File: src/rtl/sample_sequencer.sv
// Sample playback sequencer: walks a synchronous sample memory from address 0,
// offers each sample on a valid/ready stream, holds it for a fixed number of
// cycles after acceptance, and drives bit 0 of the current sample as the
// serial line. Supports one-shot and loop playback, abort and a done pulse.
module sample_sequencer #(
  parameter int DATA_WIDTH  = 8,
  parameter int MEM_DEPTH   = 100,
  parameter int ADDR_WIDTH  = 7,
  parameter int HOLD_CYCLES = 10
) (
  input  logic                  clk,
  input  logic                  rstn,
  input  logic                  start,
  input  logic                  stop,
  input  logic                  loop_en,
  input  logic [ADDR_WIDTH-1:0] num_samples,
  output logic                  mem_rd_en,
  output logic [ADDR_WIDTH-1:0] mem_addr,
  input  logic [DATA_WIDTH-1:0] mem_rd_data,
  output logic                  smp_valid,
  input  logic                  smp_ready,
  output logic [DATA_WIDTH-1:0] smp_data,
  output logic                  bit_out,
  output logic                  busy,
  output logic                  done,
  output logic [15:0]           sample_count
);

  // Hold counter only ever holds HOLD_CYCLES-2 or less; the +1 keeps the
  // width at least one bit when HOLD_CYCLES is 1.
  localparam int CNT_W = $clog2(HOLD_CYCLES + 1);
  localparam logic [CNT_W-1:0] HOLD_LOAD =
    CNT_W'((HOLD_CYCLES >= 2) ? HOLD_CYCLES - 2 : 0);
  // One extra bit so a depth equal to 2^ADDR_WIDTH is still representable.
  localparam logic [ADDR_WIDTH:0] DEPTH = (ADDR_WIDTH + 1)'(MEM_DEPTH);

  typedef enum logic [2:0] {
    S_IDLE,
    S_FETCH,
    S_WAIT,
    S_PRESENT,
    S_HOLD,
    S_DONE
  } state_t;

  state_t                state, state_nx;
  logic [ADDR_WIDTH-1:0] idx, idx_nx;
  logic [ADDR_WIDTH:0]   len, len_nx;
  logic [ADDR_WIDTH:0]   len_req;
  logic [CNT_W-1:0]      hold_cnt, hold_nx;
  logic [DATA_WIDTH-1:0] data_nx;
  logic [15:0]           count_nx;
  logic                  advance;
  logic                  last;

  // Requested length, clamped to the whole memory when zero or too large.
  always_comb begin
    len_req = {1'b0, num_samples};
    if (num_samples == '0 || len_req > DEPTH) len_req = DEPTH;
  end

  assign last = ({1'b0, idx} == len - (ADDR_WIDTH + 1)'(1));

  // Next-state and datapath updates for the playback sequence.
  always_comb begin
    // NOTE: every signal assigned here gets a default first, otherwise paths
    // that skip an assignment infer latches.
    state_nx = state;
    idx_nx   = idx;
    len_nx   = len;
    hold_nx  = hold_cnt;
    data_nx  = smp_data;
    count_nx = sample_count;
    advance  = 1'b0;

    case (state)
      S_IDLE: begin
        if (start && !stop) begin
          len_nx   = len_req;
          idx_nx   = '0;
          count_nx = '0;
          state_nx = S_FETCH;
        end
      end
      S_FETCH: state_nx = S_WAIT;
      S_WAIT: begin
        data_nx  = mem_rd_data;
        state_nx = S_PRESENT;
      end
      S_PRESENT: begin
        if (smp_ready) begin
          count_nx = sample_count + 16'd1;
          if (HOLD_CYCLES == 1) begin
            advance = 1'b1;
          end else begin
            hold_nx  = HOLD_LOAD;
            state_nx = S_HOLD;
          end
        end
      end
      S_HOLD: begin
        if (hold_cnt == '0) advance = 1'b1;
        else                hold_nx = hold_cnt - CNT_W'(1);
      end
      S_DONE:  state_nx = S_IDLE;
      default: state_nx = S_IDLE;
    endcase

    // Move to the next sample, wrap for loop playback, or finish.
    if (advance) begin
      if (!last) begin
        idx_nx   = idx + ADDR_WIDTH'(1);
        state_nx = S_FETCH;
      end else if (loop_en) begin
        idx_nx   = '0;
        state_nx = S_FETCH;
      end else begin
        state_nx = S_DONE;
      end
    end

    // Abort wins over everything; read data still in flight is dropped, but
    // a handshake in the same cycle has already been counted above.
    if (stop && state != S_IDLE) begin
      state_nx = S_IDLE;
      data_nx  = smp_data;
    end
  end

  // State and datapath registers with synchronous active-low reset.
  always_ff @(posedge clk) begin
    // NOTE: sequential state uses non-blocking assignments so every register
    // samples pre-edge values regardless of statement order.
    if (!rstn) begin
      state        <= S_IDLE;
      idx          <= '0;
      len          <= '0;
      hold_cnt     <= '0;
      smp_data     <= '0;
      sample_count <= '0;
    end else begin
      state        <= state_nx;
      idx          <= idx_nx;
      len          <= len_nx;
      hold_cnt     <= hold_nx;
      smp_data     <= data_nx;
      sample_count <= count_nx;
    end
  end

  assign mem_rd_en = (state == S_FETCH);
  assign mem_addr  = idx;
  assign smp_valid = (state == S_PRESENT);
  assign busy      = (state != S_IDLE);
  assign done      = (state == S_DONE);
  assign bit_out   = smp_data[0];

endmodule

File: config.mk
export PLATFORM = sky130hd
export DESIGN_NAME = sample_sequencer
export DESIGN_NICKNAME = d
export VERILOG_FILES = /design/src/rtl/sample_sequencer.sv
export SDC_FILE = /design/constraint.sdc
export NUM_CORES = 1
export LEC_CHECK = 0
export CAP_MARGIN = 0
export CELL_PAD_IN_SITES_DETAIL_PLACEMENT = 2
export CELL_PAD_IN_SITES_GLOBAL_PLACEMENT = 2
export CORE_MARGIN = 2
export CORE_UTILIZATION = 32
export CTS_BUF_LIST = sky130_fd_sc_hd__clkbuf_4 sky130_fd_sc_hd__clkbuf_8
export CTS_CLUSTER_SIZE = 8
export DETAILED_ROUTE_END_ITERATION = 8
export GPL_TIMING_DRIVEN = 0
export PLACE_DENSITY_LB_ADDON = 0.1
export SLEW_MARGIN = 20
export SYNTH_ARGS = -nofsm -noshare
export SYNTH_HDL_FRONTEND = slang
export SYNTH_SLANG_ARGS = --single-unit
File: constraint.sdc
create_clock -name clk -period 6.6 [get_ports clk]
set_input_delay 0.99 -clock clk [delete_from_list [all_inputs] [get_ports clk]]
set_output_delay 0.99 -clock clk [all_outputs]
set_load 0.005 [all_outputs]
==> reports/results.tsv, run 1 <==
stage	metric	value	unit
run_status	status	finished clean	
final_layout	diodes	0	
sta	whs	459	ps
clocking	cts.path.max_buffers	2	
sta	max_freq	324	MHz
synthesis	synth_cell_type_count	59	
detailed_routing	viasPerCell	5.06	
power_and_ir_drop	power_switching	141	uW
grt	grt_max_degree	14	
power_and_ir_drop	pwr-share-comb	0.135	
clocking	h-tree-depth	2	
power_and_ir_drop	seqPwrFrac	0.483	
critical_path	r2r_cells	8	
synthesis	avgSynthCellArea	8.80	sq um
placed_design	post-dp-hpwl	5140	um
detailed_routing	dr.pass1.iters	4	
sta	tightestPinTransition	776	ps
sta	skew	7.20	ps
synthesis	syn-num-nets	292	
synthesis	yosys_register_bits	45	
final_layout	multiInputGateArea	1360	sq um
die	die_y	89.5	um
sta	hold_viol_final	0	
grt	antenna_found_initial	0	
detailed_routing	wl	6680	um
power_and_ir_drop	p_leak	1.17	nW
clocking	hold_buffers	0	
synthesis	synthFlopType	dfxtp_1	
power_and_ir_drop	swShare	0.241	
clocking	cts_tree	built	
synthesis	async_flop_share	0	
final_layout	layoutNonFillerInstCount	429	
synthesis	synth_cells	266	
hold_path	min_path_type	reg -> reg	
critical_path	critPathKind	in -> reg	
die	core_region_area	7180	sq um
power_and_ir_drop	peakVddDrop	0.0781	mV
die	ioPinCount	57	
critical_path	r2r_slack	3920	ps
synthesis	synth_area	2340	sq um
sta	grt_setup_unrepaired	false	
grt	grt_pass1_wl	10900	um
sta	fin_crit	3080	ps
clocking	numCtsBuffers	5	
sta	setup_viol	0	
detailed_routing	antenna_left	0	
clocking	clock_sinks	45	
synthesis	synth_warnings	0	
sta	setup_tns	0	ps
hold_path	hold_path_depth	2	
power_and_ir_drop	power.density	186	nW/um^2
placed_design	gp_congestion	0.735	
hold_path	holdPathEnd	smp_data[2]	
placed_design	dp.cells	421	
final_layout	num-nets-final	355	
flow_run	max_cap_viol_count	0	
power_and_ir_drop	pwr-share-clk	0.381	
final_layout	regArea	901	sq um
grt	grt_usage	0.177	
critical_path	timing.rr.end	mem_addr[2]	
final_layout	mostFrequentLayoutCells	clkdlybuf4s50_1, dfxtp_1, nand2_1, nor2_1, xnor2_1	
clocking	insertion_delay	300	ps
final_layout	syn2layout_area_growth	34.7	%
detailed_routing	drc	0	
critical_path	crit_required	6770	ps
final_layout	layout-drive-gt1-share	0.0848	
detailed_routing	vias	2172	
die	fp.dieW	89.5	um
critical_path	crit_path_max_fanout	7	
critical_path	cp-start-kind	primary input	
detailed_routing	wl_per_cell	15.6	um
clocking	clockRootBuffer	clkbuf_8	
hold_path	min_from	smp_data[2]	
final_layout	fillers	801	
die	initial_core_util	0.326	
clocking	postCtsSetupRepairBufs	0	
placed_design	portBuffers	56	
detailed_routing	drt_iter0_drc	87	
grt	grt_pass1_vias	2299	
synthesis	synth-edff-count	0	
clocking	clk_pin_slew	90	ps
clocking	post_cts_resized	0	
sta	relSlewSlack	0.478	
critical_path	rr_startpoint	len[0]	
sta	slew_viol_final	0	
final_layout	final_common_cell	clkdlybuf4s50_1	
power_and_ir_drop	internal-power	445	uW
synthesis	seq_area_frac_synth	0.385	
sta	fin_crit_sh	0.467	
die	dieArea	8010	sq um
die	placementRows	31	
grt	globalRouteOverflowTotal	0	
critical_path	worstPathArrival	3260	ps
critical_path	end_kind	flip-flop	
[critical path, stage by stage]
cell	delay (ps)
clkdlybuf4s50_1	570
or4b_4	510
a2111oi_4	440
nand4_2	250
nor3_1	280
xnor2_1	160
nor2_1	70
[synth_stat cells (5+ instances only)]
cell	count	area share
nor3_1	5	0.011
a22o_1	6	0.022
nand2_1	34	0.055
a21oi_1	9	0.019
dfxtp_1	45	0.39
inv_1	9	0.014
xor2_1	10	0.037
ha_1	5	0.027
nand4_1	5	0.013
nor2_1	27	0.043
nand3_1	7	0.015
a21boi_1	9	0.029
and3_1	9	0.024
xnor2_1	12	0.045
[flip-flops by register name, indices dropped and copies added, names as in the netlist]
register	count
smp_data	8
mem_addr	7
state	3
sample_count	16
hold_cnt	4
len	7
[cell families after synthesis]
family,synth area share
compound gates,0.198
xor+xnor,0.0824
fa+ha+maj,0.0267
buf+inv,0.0385
flops,0.385
mux,0.00481
simple gates,0.264
[through the flow]
step / util / worst slack [ps] / area [sq um] / total power, mW
final: 0.439 / 3520 / 3150 / 0.586
after CTS: 0.439 / 3490 / 3150 / 0.595
after global routing: 0.439 / 3340 / 3150 / 0.618
after global placement: 0.421 / 3210 / 3020 / 0.367
after floorplan: - / 3950 / 2340 / 0.335
after detailed placement: 0.422 / 3180 / 3030 / 0.370
[how the worst max path moves through the flow]
stage	startpoint	endpoint	slack (ps)	cells past startpoint
3_5_place_dp	start	sample_count[14]	3180	7
5_1_grt	start	sample_count[14]	3340	7
4_1_cts	start	sample_count[14]	3490	7
3_3_place_gp	start	sample_count[14]	3210	7
6_report	start	sample_count[14]	3520	7
2_1_floorplan	stop	sample_count[12]	3950	5
[power by group through the flow]
stage	clock (mW)	combinational [mW]	sequential, mW
finish	0.223	0.0793	0.283
global placement	0	0.0773	0.289
global route	0.245	0.0885	0.284
detailed placement	0	0.0801	0.290
floorplan	0	0.0472	0.288
CTS	0.231	0.0809	0.284
[per-layer routing]
metal | vias to the layer above | wire [um] | part of all wire | track usage
li1 | 1074 | - | - | -
met1 | 1053 | 2960 | 0.44 | 0.214
met2 | 38 | 3470 | 0.52 | 0.316
met3 | 7 | 170 | 0.025 | 0.0342
met4 | 0 | 85 | 0.013 | 0.0556
met5 | - | 0 | 0 | 0
[cell type report]
| class | instances | area share |
|---|---|---|
| plain buffers | 9 | 0.0155 |
| clock buffers | 7 | 0.0286 |
| clock inverters | 1 | 0.00953 |
| inverters | 11 | 0.0131 |
| multi-input cells | 201 | 0.430 |
| flip-flops and latches | 45 | 0.286 |
| well taps | 99 | 0.0393 |
| repair buffers | 56 | 0.178 |
Power figures use the tool's default switching activity.
==> run 2, diff against run 1 <==
CORE_UTILIZATION = 27   (was 32)
clock period = 2.5 ns   (was 6.6 ns; I/O delays follow)
==> reports/results.tsv, run 2 (synthesized netlist as in run 1, its figures left out) <==
stage	metric	value	unit
critical_path	crit_slowest_cell	or4_4	
flow_run	max_cap_viol_count	0	
critical_path	cp_cell_sequence	inv_2 -> ha_4 -> or4b_4 -> nor4b_4 -> a2111oi_4 -> or4_4 -> a21oi_4 -> a221o_1	
grt	grt_pass1_vias	2278	
critical_path	r2r_cells	8	
grt	globalRouteOverflowTotal	0	
critical_path	rr_startpoint	len[0]	
placed_design	post-dp-hpwl	4870	um
sta	skew	3.92	ps
final_layout	multiInputGateArea	1420	sq um
power_and_ir_drop	pwr-share-comb	0.147	
power_and_ir_drop	swShare	0.244	
sta	max_freq	407	MHz
power_and_ir_drop	peakVddDrop	0.187	mV
final_layout	fillers	943	
critical_path	critPathKind	reg -> reg	
power_and_ir_drop	pwr-share-clk	0.377	
critical_path	path_depth	8	
die	dieArea	9430	sq um
power_and_ir_drop	p_total	1.57	mW
sta	setup_viol	0	
sta	grt_setup_unrepaired	true	
grt	grt_usage	0.142	
power_and_ir_drop	internal-power	1.18	mW
grt	antenna_found_initial	0	
die	placementRows	33	
clocking	insertion_delay	300	ps
sta	hold_viol_final	0	
clocking	clock_sinks	45	
final_layout	largest_reg_flops	16	
critical_path	crit_required	2750	ps
power_and_ir_drop	power_switching	383	uW
detailed_routing	vias	2197	
detailed_routing	viasPerCell	4.99	
clocking	cts_tree	built	
final_layout	regMostFlops	sample_count	
grt	grt_pass1_wl	11200	um
power_and_ir_drop	seqPwrFrac	0.476	
hold_path	hold_path_depth	2	
critical_path	crit_path_max_fanout	7	
critical_path	crit_start	len[0]	
die	fp.dieW	97.1	um
clocking	clockRootBuffer	clkbuf_8	
final_layout	syn2layout_area_growth	39.5	%
sta	slew_viol_final	0	
final_layout	post-route-util	0.393	
detailed_routing	wl	6590	um
final_layout	diodes	0	
sta	fin_crit_sh	0.984	
clocking	h-tree-depth	2	
critical_path	end_kind	flip-flop	
critical_path	slowest_delay	550	ps
placed_design	portBuffers	56	
critical_path	worstPathArrival	2710	ps
run_status	status	finished clean	
die	ioPinCount	57	
hold_path	min_from	smp_data[5]	
final_layout	mostFrequentLayoutCells	clkdlybuf4s50_1, dfxtp_1, nand2_1, nor2_1, xnor2_1	
clocking	clk_pin_slew	90	ps
final_layout	final_common_cell	clkdlybuf4s50_1	
clocking	hold_buffers	0	
critical_path	crit_family	simple AND/OR/NAND/NOR gates	
placed_design	placed_area	3040	sq um
die	core_region_area	8300	sq um
detailed_routing	drt_iter0_drc	39	
final_layout	regArea	906	sq um
detailed_routing	drc	0	
detailed_routing	dr.pass1.iters	4	
critical_path	cp_num_buf_inv	1	
final_layout	num-nets-final	360	
critical_path	cp-start-kind	flip-flop	
sta	relSlewSlack	0.487	
power_and_ir_drop	p_leak	1.21	nW
die	die_y	97.1	um
power_and_ir_drop	power.density	481	nW/um^2
detailed_routing	antenna_left	0	
hold_path	min_path_type	reg -> reg	
final_layout	top_regs	sample_count (16), smp_data (8)	
final_layout	layout-drive-gt1-share	0.122	
sta	tightestPinTransition	763	ps
die	initial_core_util	0.282	
grt	grt_max_degree	14	
clocking	numCtsBuffers	5	
sta	fin_crit	2460	ps
final_layout	finalInstanceArea	3260	sq um
clocking	cts.path.max_buffers	2	
detailed_routing	wl_per_cell	15.0	um
placed_design	gp_congestion	0.735	
## run 2: cell types whose count changed in the layout (fill, tap and decap cells not counted), moves of 2 or more
cell,previous run,this run
inv_2,1,3
inv_1,9,7
dfxtp_1,45,43
buf_4,1,6
## run 2: worst register-to-register path: cells and delay by family, from the launching register on
kind | cells | cell delay, ps
AND/OR/NAND/NOR | 3 | 1350
AO/OA/AOI/OAI | 3 | 520
flip-flops | 1 | 350
adder cells (fa/ha/maj) | 1 | 120
buffers and inverters | 1 | 60
## run 2: layout make-up
class / count / share of cell area
Multi-Input combinational cell: 201 / 0.434
Sequential cell: 45 / 0.278
Timing Repair Buffer: 61 / 0.183
Clock buffer: 7 / 0.0276
Inverter: 11 / 0.0127
Tap cell: 105 / 0.0403
Clock inverter: 1 / 0.00920
Buffer: 9 / 0.0150
## run 2: path summary, 6_finish.rpt
| path | slack [ps] | end |
|---|---|---|
| worst max-delay path | 40 | mem_addr[3] |
| worst min-delay path | 470 | smp_data[5] |
| worst max register to register | 40 | mem_addr[3] |
| worst min register to register | 470 | smp_data[5] |
## run 2: per-stage QoR
step	hold slack [ps]	cells	setup slack [ps]	TNS, ps
after floorplan	451	266	72.1	0
after global placement	443	427	-270	-2630
after detailed placement	456	427	-283	-3230
after CTS	469	439	-34.4	-203
after global routing	487	440	-111	-666
final	466	440	41.1	0
## run 2: power groups by stage
stage / clock network, mW / registers, mW / logic, mW
4_1_cts: 0.625 / 0.747 / 0.230
3_3_place_gp: 0 / 0.764 / 0.206
3_5_place_dp: 0 / 0.764 / 0.210
6_report: 0.592 / 0.746 / 0.230
2_1_floorplan: 0 / 0.759 / 0.124
5_1_grt: 0.647 / 0.749 / 0.255
## run 2: layer usage
layer / track usage / up-vias / wire length [um]
met3: 0.0302 / 4 / 243
met4: 0.0423 / 0 / 76
li1: - / 1085 / -
met1: 0.183 / 1069 / 3130
met2: 0.238 / 39 / 3130
met5: 0 / - / 0
## run 2: timing repair
| item | 4_1_cts | 5_1_grt |
|---|---|---|
| gates resized for setup | 12 | 3 |
| setup buffers | 4 | 1 |
| setup endpoints to repair | 8 | 14 |
| pin swaps | 9 | 8 |
==> run 3, diff against run 2 <==
SKIP_CTS_REPAIR_TIMING = 1   (was unset)
TNS_END_PERCENT = 50   (was unset)
==> reports/results.tsv, run 3 (synthesized netlist as in run 1, its figures left out) <==
stage	metric	value	unit
sta	slew_viol_final	0	
sta	hold_viol_final	0	
sta	fin_crit	2490	ps
placed_design	gp_congestion	0.735	
grt	grt_pass1_wl	11000	um
sta	max_freq	402	MHz
grt	grt_usage	0.139	
sta	tightestPinTransition	763	ps
final_layout	diodes	0	
sta	relSlewSlack	0.487	
final_layout	layoutNonFillerInstCount	441	
critical_path	crit_path_max_fanout	7	
final_layout	largest_reg_flops	16	
clocking	h-tree-depth	2	
critical_path	crit_start	len[1]	
critical_path	slowest_delay	550	ps
detailed_routing	drt_iter0_drc	45	
placed_design	post-dp-hpwl	4870	um
die	core_region_area	8300	sq um
critical_path	crit_required	2750	ps
detailed_routing	wl	6500	um
grt	grt_max_degree	14	
critical_path	cp_cell_sequence	inv_1 -> ha_4 -> or4b_4 -> nor4b_4 -> a2111oi_2 -> or4_4 -> a21oi_4 -> a221o_1	
power_and_ir_drop	pwr-share-comb	0.143	
run_status	status	finished clean	
power_and_ir_drop	p_leak	1.21	nW
final_layout	regMostFlops	sample_count	
clocking	clk_pin_slew	90	ps
power_and_ir_drop	swShare	0.242	
sta	whs	466	ps
final_layout	mostFrequentLayoutCells	clkdlybuf4s50_1, dfxtp_1, nand2_1, nor2_1, xnor2_1	
critical_path	end_kind	flip-flop	
detailed_routing	vias	2199	
detailed_routing	dr.pass1.iters	4	
clocking	clock_sinks	45	
power_and_ir_drop	internal-power	1.18	mW
critical_path	critPathKind	reg -> reg	
placed_design	dp.cells	427	
critical_path	crit_slowest_cell	or4_4	
power_and_ir_drop	pwr-share-clk	0.379	
power_and_ir_drop	peakVddDrop	0.187	mV
power_and_ir_drop	power_switching	379	uW
sta	setup_viol	0	
clocking	cts_tree	built	
critical_path	worstPathArrival	2740	ps
die	placementRows	33	
detailed_routing	drc	0	
placed_design	dp_slack	-283	ps
die	die_y	97.1	um
detailed_routing	antenna_left	0	
power_and_ir_drop	p_total	1.56	mW
die	initial_core_util	0.282	
final_layout	top_regs	sample_count (16), smp_data (8)	
detailed_routing	viasPerCell	4.99	
final_layout	layout-drive-gt1-share	0.119	
power_and_ir_drop	power.density	480	nW/um^2
final_layout	syn2layout_area_growth	39.1	%
sta	fin_crit_sh	0.995	
clocking	numCtsBuffers	5	
flow_run	max_cap_viol_count	0	
die	dieArea	9430	sq um
grt	antenna_found_initial	0	
clocking	cts.path.max_buffers	2	
placed_design	portBuffers	56	
clocking	insertion_delay	300	ps
final_layout	num-nets-final	361	
sta	skew	5.18	ps
critical_path	rr_startpoint	len[1]	
grt	globalRouteOverflowTotal	0	
final_layout	fillers	946	
final_layout	final_common_cell	clkdlybuf4s50_1	
sta	fin_ws	11.9	ps
sta	grt_setup_unrepaired	true	
detailed_routing	wl_per_cell	14.7	um
clocking	clockRootBuffer	clkbuf_8	
hold_path	min_from	smp_data[5]	
die	fp.dieW	97.1	um
power_and_ir_drop	seqPwrFrac	0.477	
die	ioPinCount	57	
hold_path	min_path_type	reg -> reg	
grt	grt_pass1_vias	2232	
critical_path	cp-start-kind	flip-flop	
[run 3: power by group through the flow]
| stage | registers, mW | logic (mW) | clock network (mW) |
|---|---|---|---|
| after floorplan | 0.759 | 0.124 | 0 |
| after global placement | 0.764 | 0.206 | 0 |
| after detailed placement | 0.764 | 0.210 | 0 |
| after CTS | 0.748 | 0.211 | 0.625 |
| after global routing | 0.750 | 0.249 | 0.649 |
| final | 0.746 | 0.224 | 0.593 |
[run 3: path summary, 6_finish.rpt]
| path | slack, ps | depth (start not counted) | endpoint |
|---|---|---|---|
| setup / recovery | 10 | 8 | mem_addr[4] |
| hold / removal | 470 | 2 | smp_data[5] |
| setup reg to reg | 10 | 8 | mem_addr[4] |
| hold reg to reg | 470 | 2 | smp_data[5] |
[run 3: metrics by stage]
step	setup TNS, ps	instance area [sq um]	util
after detailed placement	-3230	3040	0.366
after global routing	-1000	3250	0.392
after global placement	-2630	3030	0.365
after floorplan	0	2340	-
final	0	3250	0.392
after CTS	-1410	3160	0.381
[run 3: cell type report]
type                       instances  area [sq um]  share of cell area
multi-input combinational        201          1400               0.430
buffer                             9          48.8              0.0150
timing repair buffer              62           606               0.186
sequential                        45           908               0.279
clock inverter                     1          30.0             0.00923
inverter                          11          41.3              0.0127
clock buffer                       7          90.1              0.0277
tap                              105           131              0.0404
[run 3: per-layer routing]
layer / global-route usage / vias up / part of all wire
met4: 0.0423 / 0 / 0.012
li1: - / 1085 / -
met1: 0.181 / 1071 / 0.48
met3: 0.0302 / 4 / 0.038
met5: 0 / - / 0
met2: 0.231 / 39 / 0.47
[run 3: critical path, delay by kind of cell (launching register included)]
family / cells / cell delay [ps]
AO/OA/AOI/OAI: 3 / 540
adder cells (fa/ha/maj): 1 / 150
buffers and inverters: 1 / 80
flip-flops: 1 / 370
AND/OR/NAND/NOR: 3 / 1300
